**src/rtl/seg7_capture_decoder.sv**
```systemverilog
// Samples a 7-segment bus, debounces it, and decodes stable glyphs back to hex digits.
// Optional macro SEG_ACTIVE_LOW_EN inverts the synchronized input for common-anode displays.
`timescale 1ns/1ps
module seg7_capture_decoder #(
  parameter int unsigned STABLE_CYCLES = 4,
  parameter int unsigned CNT_W         = 8
) (
  input  logic             clk,
  input  logic             rst,
  input  logic             sample_en,
  input  logic [6:0]       seg_in,
  output logic [3:0]       digit,
  output logic             digit_valid,
  input  logic             digit_ready,
  output logic             invalid,
  output logic             overflow,
  output logic [CNT_W-1:0] change_count,
  output logic             locked
);

  localparam int unsigned SEG_W = 7;
  localparam int unsigned STB_W = 8;
  localparam int unsigned DIG_W = 4;

  typedef enum logic {SETTLE, LOCKED} state_t;

  state_t           state_q, state_d;
  logic [SEG_W-1:0] sync1_q, sync2_q;
  logic [SEG_W-1:0] cand_q, cand_d;
  logic [SEG_W-1:0] acc_q, acc_d;
  logic [STB_W-1:0] stb_q, stb_d;
  logic [DIG_W-1:0] digit_q, digit_d;
  logic             valid_q, valid_d;
  logic             invalid_q, invalid_d;
  logic             ovf_q, ovf_d;
  logic [CNT_W-1:0] cc_q, cc_d;

  logic [SEG_W-1:0] seg_s_c;
  logic [DIG_W-1:0] dec_digit_c;
  logic             dec_legal_c;
  logic             stable_c;
  logic             diff_c;
  logic             accept_c;

`ifdef SEG_ACTIVE_LOW_EN
  assign seg_s_c = ~sync2_q;
`else
  assign seg_s_c = sync2_q;
`endif

  // Glyph decode of the candidate being accepted
  always_comb begin
    dec_digit_c = '0;
    dec_legal_c = 1'b1;
    case (cand_q)
      7'h3F: dec_digit_c = 4'h0;
      7'h06: dec_digit_c = 4'h1;
      7'h5B: dec_digit_c = 4'h2;
      7'h4F: dec_digit_c = 4'h3;
      7'h66: dec_digit_c = 4'h4;
      7'h6D: dec_digit_c = 4'h5;
      7'h7D: dec_digit_c = 4'h6;
      7'h07: dec_digit_c = 4'h7;
      7'h7F: dec_digit_c = 4'h8;
      7'h6F: dec_digit_c = 4'h9;
      7'h77: dec_digit_c = 4'hA;
      7'h7C: dec_digit_c = 4'hB;
      7'h39: dec_digit_c = 4'hC;
      7'h5E: dec_digit_c = 4'hD;
      7'h79: dec_digit_c = 4'hE;
      7'h71: dec_digit_c = 4'hF;
      default: dec_legal_c = 1'b0;
    endcase
  end

  assign stable_c = (stb_q == STB_W'(STABLE_CYCLES));
  assign diff_c   = sample_en && (seg_s_c != cand_q);
  assign accept_c = stable_c && (cand_q != acc_q);

  // Filter, FSM next state, acceptance and handshake
  always_comb begin
    state_d   = state_q;
    cand_d    = cand_q;
    stb_d     = stb_q;
    acc_d     = acc_q;
    digit_d   = digit_q;
    valid_d   = valid_q;
    invalid_d = invalid_q;
    ovf_d     = ovf_q;
    cc_d      = cc_q;

    if (sample_en) begin
      if (diff_c) begin
        cand_d = seg_s_c;
        stb_d  = STB_W'(1);
      end else if (!stable_c) begin
        stb_d = stb_q + STB_W'(1);
      end
    end

    case (state_q)
      SETTLE: if (stable_c && !diff_c) state_d = LOCKED;
      LOCKED: if (diff_c) state_d = SETTLE;
      default: state_d = SETTLE;
    endcase

    if (valid_q && digit_ready) valid_d = 1'b0;

    // Acceptance uses the registered candidate; a new sample may arrive the same cycle
    if (accept_c) begin
      acc_d = cand_q;
      cc_d  = cc_q + CNT_W'(1);
      if (!dec_legal_c) begin
        invalid_d = 1'b1;
      end else if (!valid_q || digit_ready) begin
        digit_d = dec_digit_c;
        valid_d = 1'b1;
      end else begin
        ovf_d = 1'b1;
      end
    end
  end

  always_ff @(posedge clk) begin
    if (rst) begin
      state_q   <= SETTLE;
      sync1_q   <= '0;
      sync2_q   <= '0;
      cand_q    <= '0;
      acc_q     <= '0;
      stb_q     <= '0;
      digit_q   <= '0;
      valid_q   <= 1'b0;
      invalid_q <= 1'b0;
      ovf_q     <= 1'b0;
      cc_q      <= '0;
    end else begin
      state_q   <= state_d;
      sync1_q   <= seg_in;
      sync2_q   <= sync1_q;
      cand_q    <= cand_d;
      acc_q     <= acc_d;
      stb_q     <= stb_d;
      digit_q   <= digit_d;
      valid_q   <= valid_d;
      invalid_q <= invalid_d;
      ovf_q     <= ovf_d;
      cc_q      <= cc_d;
    end
  end

  assign digit        = digit_q;
  assign digit_valid  = valid_q;
  assign invalid      = invalid_q;
  assign overflow     = ovf_q;
  assign change_count = cc_q;
  assign locked       = (state_q == LOCKED);

endmodule

```
**config.mk**
```make
export PLATFORM = sky130hd
export DESIGN_NAME = seg7_capture_decoder
export DESIGN_NICKNAME = d
export VERILOG_FILES = /design/src/rtl/seg7_capture_decoder.sv
export SDC_FILE = /design/constraint.sdc
export NUM_CORES = 1
export LEC_CHECK = 0
export CAP_MARGIN = 40
export CORE_ASPECT_RATIO = 1.2
export CORE_MARGIN = 1.5
export CORE_UTILIZATION = 56
export DETAILED_ROUTE_END_ITERATION = 8
export HOLD_SLACK_MARGIN = 0.1
export PLACE_DENSITY_LB_ADDON = 0.2
export SYNTH_ARGS = -nofsm -noshare
export SYNTH_HDL_FRONTEND = slang
export SYNTH_SLANG_ARGS = --single-unit
```
**constraint.sdc**
```tcl
create_clock -name clk -period 2.5 [get_ports clk]
set_clock_uncertainty 0.1 [all_clocks]
set_input_delay 0.5 -clock clk [delete_from_list [all_inputs] [get_ports clk]]
set_output_delay 0.5 -clock clk [all_outputs]
set_load 0.01 [all_outputs]
```
==> out/qor.yml <==
outcome:
  outcome: "finished clean"
routing:
  dr.first_iter.drc_count: 84
  viasPerCell: 5.37
  drc_errors: 0
  drtAntennaViolNets: 0
  wl_per_cell_um: 12.5
  wl_mm: 4.31
  detail_route.first_pass.iterations: 4
  vias: 1847
global_routing:
  grt_max_degree: 24
  grt_pass1_wl_mm: 7.56
  grt_pass1_vias: 1726
  antenna_found_initial: 0
  grt-ovfl-total: 0
  track_usage: 0.196
placement:
  dpl.hpwl_mm: 3.05
  gp_congestion: 0.783
  port_buffers: 26
power_and_ir_drop:
  leakage_nw: 1.09
  p_int_mw: 1.12
  clockPowerShare: 0.343
  vdd_drop_max_mv: 0.510
  power_switching_mw: 0.338
  switching_share: 0.232
  p_seq_frac: 0.591
  total_power_mw: 1.46
  combPwrFrac: 0.066
  pwr_density_cell_mw_per_mm2: 511
layout:
  finalNetCount: 301
  synthToLayoutAreaGrowth_pct: 15.1
  layout-drive-gt1-share: 0.0938
  num-fill-cells: 362
  diodes: 0
  regArea_mm2: 0.00104
  multi_input_area_mm2: 0.00130
floorplanning:
  start_util: 0.580
  die_w_um: 63.7
  die_y_um: 75.8
  rows: 26
  dieArea_mm2: 0.00483
  coreArea_mm2: 0.00426
  boundaryPins: 27
timing:
  relSlewSlack: 0.611
  grt_setup_unrepaired: "false"
  drv_slew: 0
  layout_min_cycle_time_ns: 2.24
  tns_ns: 0
  tightest_slew_ns: 0.583
  hold_viol: 0
  setup_viol: 0
  fmax_ghz: 0.446
  post-route-period-util: 0.898
synthesis:
  ys_ff_latch: 52
  synthesis.instances: 266
  synth-edff-count: 0
  synth_async_sr_flop_share: 0
  yosysWarnings: 0
  netlist_area_mm2: 0.00247
  syn-num-nets: 280
  ys_seq_area_frac: 0.421
  ys.flop_type: "dfxtp_1"
  synth.distinct_cells: 52
  syn_avg_cell_area_um2: 9.30
critical_path:
  cp-start-kind: "flip-flop"
  crit_arrival_ns: 2.34
  cp.required_ns: 2.60
  crit_type: "reg -> reg"
  end_kind: "flip-flop"
  crit_fanout: 18
clocking:
  cts_buffers: 5
  clock_path_buffers: 2
  htreeDepth: 2
  cts.sinks: 52
  cts_tree: "yes"
  hold_buffers: 0
  clock_latency_ns: 0.30
  cts.clk_slew.worst_paths_ns: 0.09
  cts_setup_buffers: 0
  cts_root_buffer: "clkbuf_8"
  cts_resized: 0
hold_path:
  hold_path_class: "reg -> reg"
job:
  drv_cap: 0
[worst paths after layout]
path                   start         end  cells past startpoint  slack, ns
setup / recovery   cand_q[0]    digit[0]                      5       0.26
hold reg to reg   sync1_q[2]  seg_s_c[2]                      1       0.34
setup reg to reg   cand_q[0]    digit[0]                      5       0.26
hold / removal    sync1_q[2]  seg_s_c[2]                      1       0.34
[cells in the final DEF (no fill, tap or decap), types with 2 or more instances in the layout]
cell,count
a2111oi_1,3
a21oi_1,10
a22oi_1,2
a31o_2,2
a31oi_1,3
and3_1,3
buf_4,5
clkbuf_8,6
clkdlybuf4s50_1,26
dfxtp_1,52
ha_1,3
inv_1,10
mux2_2,3
mux2i_1,14
nand2_1,10
nand2b_1,6
nand3_1,8
nand3b_1,3
nand4_1,5
nor2_1,34
nor2b_1,18
nor3_1,2
nor4b_1,2
o21a_1,2
o21ai_0,3
o31ai_1,2
or4_1,2
xnor2_1,13
xor2_1,13
[sequential cells by signal, summed over array words and instances (netlist names), 4 cells and up]
register / count
change_count: 8
stb_q: 8
acc_q: 7
cand_q: 7
seg_s_c: 7
sync1_q: 7
digit: 4
[cells in the mapped netlist (2+ instances only)]
library cell,number,area share
a31o_2,2,0.0071
nand3_1,8,0.016
a21oi_1,10,0.020
nand3b_1,3,0.0091
xnor2_1,13,0.046
and3_1,3,0.0076
a31oi_1,3,0.0076
inv_1,10,0.015
a2111oi_1,3,0.012
nand2b_1,6,0.015
ha_1,3,0.015
o21ai_0,3,0.0061
buf_2,7,0.014
buf_6,2,0.0091
o31ai_1,2,0.0061
clkbuf_1,6,0.0091
mux2_2,3,0.014
dfxtp_1,52,0.42
nor3_1,2,0.0040
nand2_1,10,0.015
nor2b_1,18,0.046
nand4_1,5,0.013
nor2_1,34,0.052
nor4b_1,2,0.0071
o21a_1,2,0.0061
or4_1,2,0.0061
a22oi_1,2,0.0061
xor2_1,13,0.046
mux2i_1,14,0.057
[kinds of logic (layout without fill, tap and decap cells)]
kind of cell	after synthesis	after routing	synth area share
compound gates	36	36	0.109
xor+xnor	26	26	0.0921
fa+ha+maj	3	3	0.0152
buf+inv	27	49	0.0521
flops	52	52	0.421
mux	17	17	0.0703
simple gates	105	105	0.240
[critical path, cell delays in order (launching register included)]
cell      delay [ns]
dfxtp_1         0.70
and4b_1         0.29
a31oi_1         0.24
o221ai_2        0.19
o211ai_4        0.27
mux2_2          0.36
[cell type report]
type | count | area share
clock buffer | 6 | 0.0290
clock inverter | 2 | 0.00484
inverter | 10 | 0.0132
multi-input combinational | 187 | 0.458
sequential | 52 | 0.366
tap | 56 | 0.0246
timing repair buffer | 31 | 0.105
[power groups by stage]
| stage | clock (mW) | combinational (mW) | sequential (mW) |
|---|---|---|---|
| global placement | 0 | 0.0935 | 0.879 |
| finish | 0.500 | 0.0961 | 0.860 |
| CTS | 0.517 | 0.0964 | 0.860 |
| detailed placement | 0 | 0.0957 | 0.879 |
| floorplan | 0 | 0.0736 | 0.869 |
| global route | 0.543 | 0.106 | 0.863 |
[routing by layer]
metal  vias to the layer above  share of wire  track usage
met5                         -              0            0
met4                         0          0.014       0.0652
met3                         6          0.022       0.0355
met2                        21           0.50        0.349
met1                       866           0.47        0.242
li1                        954              -            -
[through the flow]
stage	util	cell area, um2	worst slack (ns)	hold slack (ns)	cells
3_3_place_gp	0.645	2750	0.334	0.319	336
6_report	0.668	2850	0.256	0.341	344
4_1_cts	0.668	2850	0.257	0.346	344
2_1_floorplan	-	2470	0.564	0.314	266
5_1_grt	0.668	2850	0.121	0.361	344
3_5_place_dp	0.645	2750	0.307	0.324	336
No activity file was read; power rests on OpenSTA's default activity.
